File: src/rtl/multicycle_controller.sv
`default_nettype none
// ============================================================================
//  Module   : multicycle_controller
//  Purpose  : Moore-style control FSM for a multicycle RV32I-subset datapath.
//             Sequences fetch, decode, memory, ALU, branch and jump states,
//             supervises memory handshakes with a wait-cycle timeout and
//             latches a terminal fault.
//  Revision : 1.0 - initial release
// ----------------------------------------------------------------------------
//  Parameters
//    TIMEOUT    : consecutive MemReady-less request cycles before fault (1..255)
//  Build macro
//    ILLEGAL_TRAP_EN : when defined, unknown opcodes in DECODE enter FAULT;
//                      otherwise they retire as a NOP back to FETCH.
//  Ports
//    clk, rst_n        : clock (rising edge), async active-low reset
//    Instr[31:0]       : instruction register (opcode [6:0], funct3 [14:12])
//    Zero              : ALU zero flag
//    MemReady          : memory completion strobe
//    MemReq, MemWrite  : memory request / store qualifier
//    IRWrite, PCWrite  : instruction register / PC write enables
//    AdrSrc            : address select (0 PC, 1 ALUOut)
//    RegWrite          : register file write
//    ResultSrc[1:0]    : 00 ALUOut, 01 data, 10 ALUResult
//    ALUSrcA[1:0]      : 00 PC, 01 OldPC, 10 rs1
//    ALUSrcB[1:0]      : 00 rs2, 01 ImmExt, 10 constant 4
//    ALUOp[1:0]        : 00 add, 01 sub/compare, 10 funct-decoded
//    ImmSrc[2:0]       : 000 I, 001 S, 010 B, 011 J
//    State[3:0]        : current state encoding
//    Fault             : sticky fault flag
// ============================================================================
module multicycle_controller #(
  parameter int TIMEOUT = 15
) (
  input  logic        clk,
  input  logic        rst_n,
  input  logic [31:0] Instr,
  input  logic        Zero,
  input  logic        MemReady,
  output logic        MemReq,
  output logic        MemWrite,
  output logic        IRWrite,
  output logic        PCWrite,
  output logic        AdrSrc,
  output logic        RegWrite,
  output logic [1:0]  ResultSrc,
  output logic [1:0]  ALUSrcA,
  output logic [1:0]  ALUSrcB,
  output logic [1:0]  ALUOp,
  output logic [2:0]  ImmSrc,
  output logic [3:0]  State,
  output logic        Fault
);

  localparam logic [3:0] S_FETCH    = 4'd0;
  localparam logic [3:0] S_DECODE   = 4'd1;
  localparam logic [3:0] S_MEMADR   = 4'd2;
  localparam logic [3:0] S_MEMREAD  = 4'd3;
  localparam logic [3:0] S_MEMWB    = 4'd4;
  localparam logic [3:0] S_MEMWRITE = 4'd5;
  localparam logic [3:0] S_EXECR    = 4'd6;
  localparam logic [3:0] S_EXECI    = 4'd7;
  localparam logic [3:0] S_ALUWB    = 4'd8;
  localparam logic [3:0] S_BRANCH   = 4'd9;
  localparam logic [3:0] S_JAL      = 4'd10;
  localparam logic [3:0] S_JALR     = 4'd11;
  localparam logic [3:0] S_FAULT    = 4'd15;

  localparam logic [6:0] OP_LOAD   = 7'b0000011;
  localparam logic [6:0] OP_STORE  = 7'b0100011;
  localparam logic [6:0] OP_RTYPE  = 7'b0110011;
  localparam logic [6:0] OP_ITYPE  = 7'b0010011;
  localparam logic [6:0] OP_BRANCH = 7'b1100011;
  localparam logic [6:0] OP_JAL    = 7'b1101111;
  localparam logic [6:0] OP_JALR   = 7'b1100111;

  // One bit wider than the counter so the +1 compare cannot wrap at 255.
  localparam logic [8:0] TIMEOUT_LIMIT = 9'(TIMEOUT);

  logic [3:0] state_q, state_d;
  logic [7:0] wait_q, wait_d;
  logic       fault_q, fault_d;

  logic [6:0] opcode;
  logic [2:0] funct3;
  logic       mem_wait;
  logic       timeout_hit;
  logic       ir_write_raw;
  logic       pc_write_raw;
  logic       unused_instr_bits;

  assign opcode = Instr[6:0];
  assign funct3 = Instr[14:12];
  assign unused_instr_bits = ^{Instr[31:15], Instr[11:7]};

  // --------------------------------------------------------------------------
  // Output decode: a function of the current state, except for the FETCH
  // write pulses (qualified by MemReady) and the branch PC write (by Zero).
  // --------------------------------------------------------------------------
  always_comb begin
    MemReq       = 1'b0;
    MemWrite     = 1'b0;
    ir_write_raw = 1'b0;
    pc_write_raw = 1'b0;
    AdrSrc       = 1'b0;
    RegWrite     = 1'b0;
    ResultSrc    = 2'b00;
    ALUSrcA      = 2'b00;
    ALUSrcB      = 2'b00;
    ALUOp        = 2'b00;
    ImmSrc       = 3'b000;
    case (state_q)
      S_FETCH: begin
        MemReq       = 1'b1;
        ALUSrcB      = 2'b10;
        ResultSrc    = 2'b10;
        ir_write_raw = MemReady;
        pc_write_raw = MemReady;
      end
      S_DECODE: begin
        // Branch target is precomputed here so BRANCH only has to compare.
        ALUSrcA = 2'b01;
        ALUSrcB = 2'b01;
        ImmSrc  = 3'b010;
      end
      S_MEMADR: begin
        ALUSrcA = 2'b10;
        ALUSrcB = 2'b01;
        ImmSrc  = (opcode == OP_STORE) ? 3'b001 : 3'b000;
      end
      S_MEMREAD: begin
        MemReq = 1'b1;
        AdrSrc = 1'b1;
      end
      S_MEMWB: begin
        RegWrite  = 1'b1;
        ResultSrc = 2'b01;
      end
      S_MEMWRITE: begin
        MemReq   = 1'b1;
        MemWrite = 1'b1;
        AdrSrc   = 1'b1;
      end
      S_EXECR: begin
        ALUSrcA = 2'b10;
        ALUOp   = 2'b10;
      end
      S_EXECI: begin
        ALUSrcA = 2'b10;
        ALUSrcB = 2'b01;
        ALUOp   = 2'b10;
      end
      S_ALUWB: begin
        RegWrite = 1'b1;
      end
      S_BRANCH: begin
        ALUSrcA = 2'b10;
        ALUOp   = 2'b01;
        case (funct3)
          3'b000:  pc_write_raw = Zero;
          3'b001:  pc_write_raw = ~Zero;
          default: pc_write_raw = 1'b0;
        endcase
      end
      S_JAL: begin
        // PC takes the target from DECODE; ALU forms OldPC+4 for the link.
        ALUSrcA      = 2'b01;
        ALUSrcB      = 2'b10;
        ImmSrc       = 3'b011;
        pc_write_raw = 1'b1;
      end
      S_JALR: begin
        ALUSrcA      = 2'b10;
        ALUSrcB      = 2'b01;
        pc_write_raw = 1'b1;
      end
      default: begin
        // FAULT and unused encodings: every control line stays low.
      end
    endcase
  end

  // Write strobes are suppressed while reset is held so an access that is
  // abandoned by reset cannot retire through the FETCH decode.
  assign IRWrite = ir_write_raw & rst_n;
  assign PCWrite = pc_write_raw & rst_n;
  assign State   = state_q;
  assign Fault   = fault_q;

  // --------------------------------------------------------------------------
  // Next state. A timeout only fires on a cycle without MemReady, so a ready
  // arriving on the last allowed cycle completes the access instead.
  // --------------------------------------------------------------------------
  assign mem_wait    = MemReq & ~MemReady;
  assign timeout_hit = mem_wait & (({1'b0, wait_q} + 9'd1) >= TIMEOUT_LIMIT);

  always_comb begin
    state_d = state_q;
    case (state_q)
      S_FETCH:    if (MemReady) state_d = S_DECODE;
      S_DECODE: begin
        case (opcode)
          OP_LOAD, OP_STORE: state_d = S_MEMADR;
          OP_RTYPE:          state_d = S_EXECR;
          OP_ITYPE:          state_d = S_EXECI;
          OP_BRANCH:         state_d = S_BRANCH;
          OP_JAL:            state_d = S_JAL;
          OP_JALR:           state_d = S_JALR;
`ifdef ILLEGAL_TRAP_EN
          default:           state_d = S_FAULT;
`else
          default:           state_d = S_FETCH;
`endif
        endcase
      end
      S_MEMADR:   state_d = (opcode == OP_STORE) ? S_MEMWRITE : S_MEMREAD;
      S_MEMREAD:  if (MemReady) state_d = S_MEMWB;
      S_MEMWB:    state_d = S_FETCH;
      S_MEMWRITE: if (MemReady) state_d = S_FETCH;
      S_EXECR:    state_d = S_ALUWB;
      S_EXECI:    state_d = S_ALUWB;
      S_ALUWB:    state_d = S_FETCH;
      S_BRANCH:   state_d = S_FETCH;
      S_JAL:      state_d = S_ALUWB;
      S_JALR:     state_d = S_ALUWB;
      S_FAULT:    state_d = S_FAULT;
      default:    state_d = S_FAULT;
    endcase
    if (timeout_hit) begin
      state_d = S_FAULT;
    end
  end

  // Wait counter tracks stalled request cycles within a single state visit.
  always_comb begin
    wait_d = wait_q;
    if (state_d != state_q) begin
      wait_d = 8'd0;
    end else if (mem_wait) begin
      wait_d = wait_q + 8'd1;
    end
  end

  assign fault_d = fault_q | (state_d == S_FAULT);

  always_ff @(posedge clk or negedge rst_n) begin
    if (!rst_n) begin
      state_q <= S_FETCH;
      wait_q  <= 8'd0;
      fault_q <= 1'b0;
    end else begin
      state_q <= state_d;
      wait_q  <= wait_d;
      fault_q <= fault_d;
    end
  end

endmodule
`default_nettype wire

File: config.mk
export PLATFORM = sky130hd
export DESIGN_NAME = multicycle_controller
export DESIGN_NICKNAME = d
export VERILOG_FILES = /design/src/rtl/multicycle_controller.sv
export SDC_FILE = /design/constraint.sdc
export NUM_CORES = 1
export LEC_CHECK = 0
export BUFFER_PORTS_ARGS = -buffer_cell sky130_fd_sc_hd__buf_2
export CAP_MARGIN = 20
export CORE_MARGIN = 1
export CORE_UTILIZATION = 51
export CTS_BUF_LIST = sky130_fd_sc_hd__clkbuf_16
export DETAILED_ROUTE_END_ITERATION = 10
export GPL_TIMING_DRIVEN = 0
export PLACE_DENSITY = 0.86
export SYNTH_ARGS = -nofsm -noshare
export SYNTH_HDL_FRONTEND = slang
export SYNTH_SLANG_ARGS = --single-unit
File: constraint.sdc
create_clock -name clk -period 4 [get_ports clk]
set_input_delay 0.2 -clock clk [delete_from_list [all_inputs] [get_ports clk]]
set_output_delay 0.2 -clock clk [all_outputs]
set_load 0.01 [all_outputs]
# Word-level counts from Yosys, hierarchy flattened
# Cells that the tools add are included.
[word_totals]
input_bits = 36
out_inout_bits = 22
ff_bits = 13
word_cells = 71
[classes]
eq_ne = 21
addsub = 2
mux = 22
n_reduce_logical = 15
n_bitwise = 7
n_lt_le_gt_ge = 1
[ops]
columns = ["op", "n"]
rows = [
  ["$pmux W4 S7", 1],
  ["$pmux W4 S6", 1],
  ["$eq A7 B7 Y1 const B", 3],
  ["$eq A4 B4 Y1 const B", 5],
  ["$eq A4 B3 Y1 const B", 4],
  ["$mux W4", 4],
  ["$mux W8", 2],
  ["$pmux W2 S2", 4],
  ["$eq A7 B6 Y1 const B", 2],
  ["$reduce_or A2 Y1", 7],
  ["$add A8 B1 Y9 const B", 1],
  ["$ge A9 B4 Y1 const B", 1],
  ["$add A8 B1 Y8 const B", 1],
  ["$eq A4 B2 Y1 const B", 2],
  ["$reduce_or A4 Y1", 2],
  ["$eq A7 B2 Y1 const B", 1],
  ["$eq A7 B5 Y1 const B", 1],
  ["$mux W1", 6],
  ["$pmux W2 S3", 1],
  ["$reduce_or A3 Y1", 2],
  ["$reduce_or A5 Y1", 1],
  ["$and A1 B1 Y1", 4],
  ["$eq A4 B1 Y1 const B", 1],
  ["$logic_not A4 Y1", 1],
  ["other kinds (9)", 10],
]

# Logic depth before layout (Yosys ltp)
[logic_depth]
word_depth = 8
ltp_mapped = 9
ltp_nobuf = 8

# Least setup slack after synthesis
# No wires, ideal clock.
[synth_timing]
kind = "register -> register"
start = "register state_q[3], in the netlist State[3]"
end = "register wait_q[6]"
synth_period_minus_slack_ns = 2.014
arrival_time_ns = 1.913
n_path_buf = 2
stages_incl_launch_ff = 9
required_time_ns = 3.899
setup_slack_ns = 1.986
setup_time_ns = 0.101
cell_sequence = "dfrtp_1 buf_2 or2_4 o32ai_2 and2b_1 buf_6 nand4_1 xor2_1 nor4_1"
[synth_between]
elab_chain_cells = 8
elab_cells_between_ends = 26
cone_classes = "12 x eq/ne; 7 x mux; 2 x bitwise; 5 x reduce/logical"
[synth_lines]
columns = ["element", "line", "source"]
rows = [
  ["from (decl)", "80", "logic [3:0] state_q, state_d;"],
  ["from (signal assigned)", "252", "state_q <= state_d;"],
  ["$eq A4 B3 Y1 (tied with other cells)", "112", "case (state_q)"],
  ["$reduce_or A3 Y1 (no source line) *", "-", ""],
  ["$mux W1 *", "112", ""],
  ["via MemReq", "40", "output logic MemReq,"],
  ["$and A1 B1 Y1 *", "194", "assign mem_wait = MemReq & ~MemReady;"],
  ["$and A1 B1 Y1", "195", "assign timeout_hit = mem_wait & (({1'b0, wait_q} + 9'd1) >= TIMEOUT_LIMIT);"],
  ["$mux W4", "229", "if (timeout_hit) begin"],
  ["$ne A4 B4 Y1", "237", "if (state_d != state_q) begin"],
  ["$mux W8 or $reduce_bool A2 Y1 (tied branches)", "-", ""],
  ["to (signal assigned)", "253", "wait_q <= wait_d;"],
  ["to (decl)", "81", "logic [7:0] wait_q, wait_d;"],
]
# The timed path passes the listed nets; every way through them passes the cells marked *.
# A chain may end at the register's enable or synchronous reset.

# Final worst setup path
[layout_timing]
start = "register wait_q[1]"
end = "register wait_q[4]"
[layout_between]
elab_chain_cells = 6
elab_cells_between_ends = 9
cone_classes = "2 x add/sub; 1 x order compare; 1 x eq/ne; 3 x mux; 1 x bitwise; 1 x reduce/logical"
[layout_lines]
columns = ["element", "line"]
rows = [
  ["$add A8 B1 Y9", "195"],
  ["$ge A9 B4 Y1", "195"],
  ["$and A1 B1 Y1", "195"],
  ["$mux W4", "229"],
  ["$ne A4 B4 Y1", "237"],
  ["$mux W8 or $reduce_bool A2 Y1 (tied branches)", "-"],
]
# Parallel ways exist; a longest one is shown, timed or not. The select of a mux whose other input is x is not followed.

==> results.py <==
metrics = {
    "critical_path": {
        "crit_path_cell_trace": "ha_1 > nor3b_1 > a211oi_1 > o31ai_4 > a21boi_2 > nor4_1",
        "required_ns": 4.14,
        "r2r_cells": 6,
        "arrival_ns": 2.42,
        "setup.worst_path.end_class": "register",
        "cpPeakStageDelay_ns": 0.46,
        "reg2reg_to": "wait_q[4]",
        "crit_slowest_cell": "o31ai_4",
        "worstPathMaxFanout": 8,
        "worstSetupPathType": "reg2reg",
        "r2r_start": "wait_q[1]",
        "cp-start-kind": "register",
        "r2r_setup_slack_ns": 1.72,
        "cp_num_buf_inv": 0,
        "crit_family": "compound AO/OA/AOI/OAI gates",
    },
    "clock_network": {
        "cts.repair.resized": 0,
        "clk_pin_slew_ns": 0.05,
        "clock_latency_ns": 0.25,
        "cts_buffer_depth": 2,
        "clock-sinks": 13,
        "tritoncts": "yes",
        "cts.root.buffer_cell": "clkbuf_16",
        "htreeDepth": 1,
        "numCtsBuffers": 3,
        "post_cts_buffers": 0,
        "cts_hold_buf": 1,
    },
    "logic_synthesis": {
        "synth.avg_cell_area_um2": 7.83,
        "ys_ff_latch": 13,
        "syn_inst": 163,
        "synth_ff_type": "dfrtp_1",
        "synth_nets": 201,
        "synthAdderAreaFrac_pct": 1.96,
        "synth_xor_area_share_pct": 7.55,
        "synth-seq-area-share_pct": 25.5,
        "yosys.area_share.simple_pct": 35.8,
        "synthMuxAreaShare_pct": 1.76,
        "yosysWarnings": 0,
        "synth_area_um2": 1280,
        "ys_types": 50,
        "synthArstFlopShare_pct": 100,
        "synth_compound_area_share_pct": 19.8,
        "synth_top_family_by_area": "simple AND/OR/NAND/NOR gates",
        "synth-edff-count": 0,
    },
    "placement": {
        "place_area_um2": 1480,
        "gp_congestion": 0.988,
        "hpwl_um": 2490,
        "port-buffer-count": 34,
    },
    "routing": {
        "drc": 0,
        "vias_per_cell": 6.18,
        "ant_nets": 0,
        "wl_per_cell_um": 15.5,
        "dr.pass1.iters": 5,
        "num_vias": 1422,
        "wl_met2_um": 1630,
        "wl_met3_um": 329,
        "drt_wl_total_um": 3560,
        "m1WireLength_um": 1540,
        "top_layer": "met4",
        "drt_iter0_markers": 73,
    },
    "final_layout": {
        "drive_gt1_share_pct": 27.2,
        "syn2layout_area_growth_pct": 23.0,
        "n_fill_cell": 179,
        "n_antenna_cell": 0,
        "design_area_um2": 1570,
        "ff_latch_area_um2": 325,
        "multi_input_area_um2": 857,
        "fin_nets": 241,
    },
    "sta": {
        "clock.fmax_ghz": 0.439,
        "post-route-period-util_pct": 57.0,
        "tightest_slew_ns": 0.531,
        "fin_worst_skew_ns": 0.00385,
        "finalSetupViolCount": 0,
        "report.final.slew_viol_count": 0,
        "hold_violations": 0,
        "tns_ns": 0,
        "min_period_ns": 2.28,
        "grt_setup_unrepaired": "no",
        "maxSlewHeadroom_pct": 64.2,
    },
    "floorplan": {
        "rows": 17,
        "core_area_um2": 2280,
        "initial_core_util_pct": 56.1,
        "dieArea_um2": 2710,
        "ioPinCount": 58,
        "die_height_um": 52.0,
        "die_w_um": 52.0,
    },
    "grt": {
        "gr-usage-all-layers_pct": 29.0,
        "antenna_found_initial": 0,
        "grt_max_degree": 16,
        "first_global_vias": 1242,
        "grt_pass1_wl_um": 5800,
        "grt_overflow": 0,
    },
    "run": {
        "maxCapViolations": 0,
    },
    "power_and_ir_drop": {
        "power.density_nw_per_um2": 221,
        "leakagePower_nw": 0.689,
        "vdd_drop_max_mv": 0.282,
    },
    "outcome": {
        "status": "completed",
    },
    "worst_hold_path": {
        "hp-class": "in2async",
    },
}
==> worst register-to-register path: stages, from the launching register on <==
cell	delay [ns]
dfrtp_1	0.44
ha_1	0.29
nor3b_1	0.31
a211oi_1	0.17
o31ai_4	0.46
a21boi_2	0.20
nor4_1	0.30
==> cell usage after synthesis (2+ instances only) <==
master | count | area, um2
buf_1 | 2 | 7.51
nor2_1 | 18 | 67.6
buf_4 | 2 | 15.0
nor3b_1 | 2 | 15.0
and3_1 | 2 | 12.5
o21ai_0 | 8 | 40.0
buf_6 | 2 | 22.5
o21bai_1 | 2 | 15.0
buf_2 | 3 | 15.0
nand2b_1 | 5 | 31.3
inv_1 | 6 | 22.5
xnor2_1 | 4 | 35.0
o221ai_1 | 2 | 17.5
nand4_1 | 5 | 31.3
a41oi_1 | 2 | 17.5
nor4_1 | 9 | 56.3
nor2b_1 | 3 | 18.8
clkbuf_1 | 3 | 11.3
ha_1 | 2 | 25.0
nor3_1 | 7 | 35.0
mux2_2 | 2 | 22.5
a31o_2 | 2 | 17.5
a21oi_1 | 7 | 35.0
nand2_1 | 16 | 60.1
xor2_1 | 7 | 61.3
dfrtp_1 | 13 | 325
nand3_1 | 3 | 15.0
a31oi_1 | 2 | 12.5
==> worst max-delay path by stage <==
stage | from | to | slack [ns] | cells past startpoint
final | wait_q[1] | wait_q[4] | 1.72 | 6
after floorplan | State[3] | wait_q[6] | 1.99 | 8
after global placement | wait_q[0] | wait_q[0] | 1.90 | 9
after detailed placement | wait_q[0] | wait_q[1] | 1.80 | 9
after CTS | wait_q[1] | wait_q[1] | 1.73 | 6
after global routing | wait_q[1] | wait_q[1] | 1.54 | 6
==> stage by stage <==
stage	hold WS, ns	util [%]	power, mW	cells	worst slack (ns)
floorplan	-0.0956	-	0.143	163	1.99
global placement	0.0972	65.1	0.154	225	1.90
detailed placement	0.113	65.1	0.156	225	1.80
CTS	0.357	69.0	0.345	230	1.73
global route	0.388	69.0	0.355	230	1.54
finish	0.367	69.0	0.347	230	1.72
==> flip-flops by register name (all words and copies together), names as in the netlist <==
signal and flops:
wait_q 8, Fault 1, State 4
==> where the power goes <==
group	leakage (nW)	internal (mW)	switching, mW
clock	0.0423	0.132	0.0601
combinational	0.492	0.00962	0.0120
sequential	0.154	0.132	0.000755
total	0.689	0.274	0.0729
==> area by class of cell <==
cell class / count / share of cell area [%]
buffer: 12 / 4.54
clock buffer: 3 / 4.78
clock inverter: 1 / 0.239
inverter: 6 / 1.43
multi-input combinational: 132 / 54.6
sequential: 13 / 20.7
tap: 28 / 2.23
timing repair buffer: 35 / 11.5
==> routing by layer <==
layer,GRT usage (%),vias up
li1,-,673
met1,37.5,650
met4,10.4,0
met3,10.8,12
met2,43.6,87
met5,0,-
==> cells in the final DEF, fill, tap and decap left out, types with 3 or more instances in the layout <==
cell        n
a21oi_1     7
xor2_1      7
nand3_1     3
inv_1       7
nor2b_1     3
nor4_1      9
clkbuf_16   3
nor2_1     18
dfrtp_1    13
xnor2_1     4
nand2_1    16
nor3_1      7
o21ai_0     8
nand4_1     5
nand2b_1    5
clkbuf_1    3
buf_2      37
==> cell families after synthesis <==
| kind of cell | Yosys count |
|---|---|
| flops | 13 |
| fa+ha+maj | 2 |
| compound gates | 34 |
| other cells | 1 |
| xor+xnor | 11 |
| mux | 2 |
| buf+inv | 18 |
| simple gates | 82 |
Power figures use the tool's default switching activity.
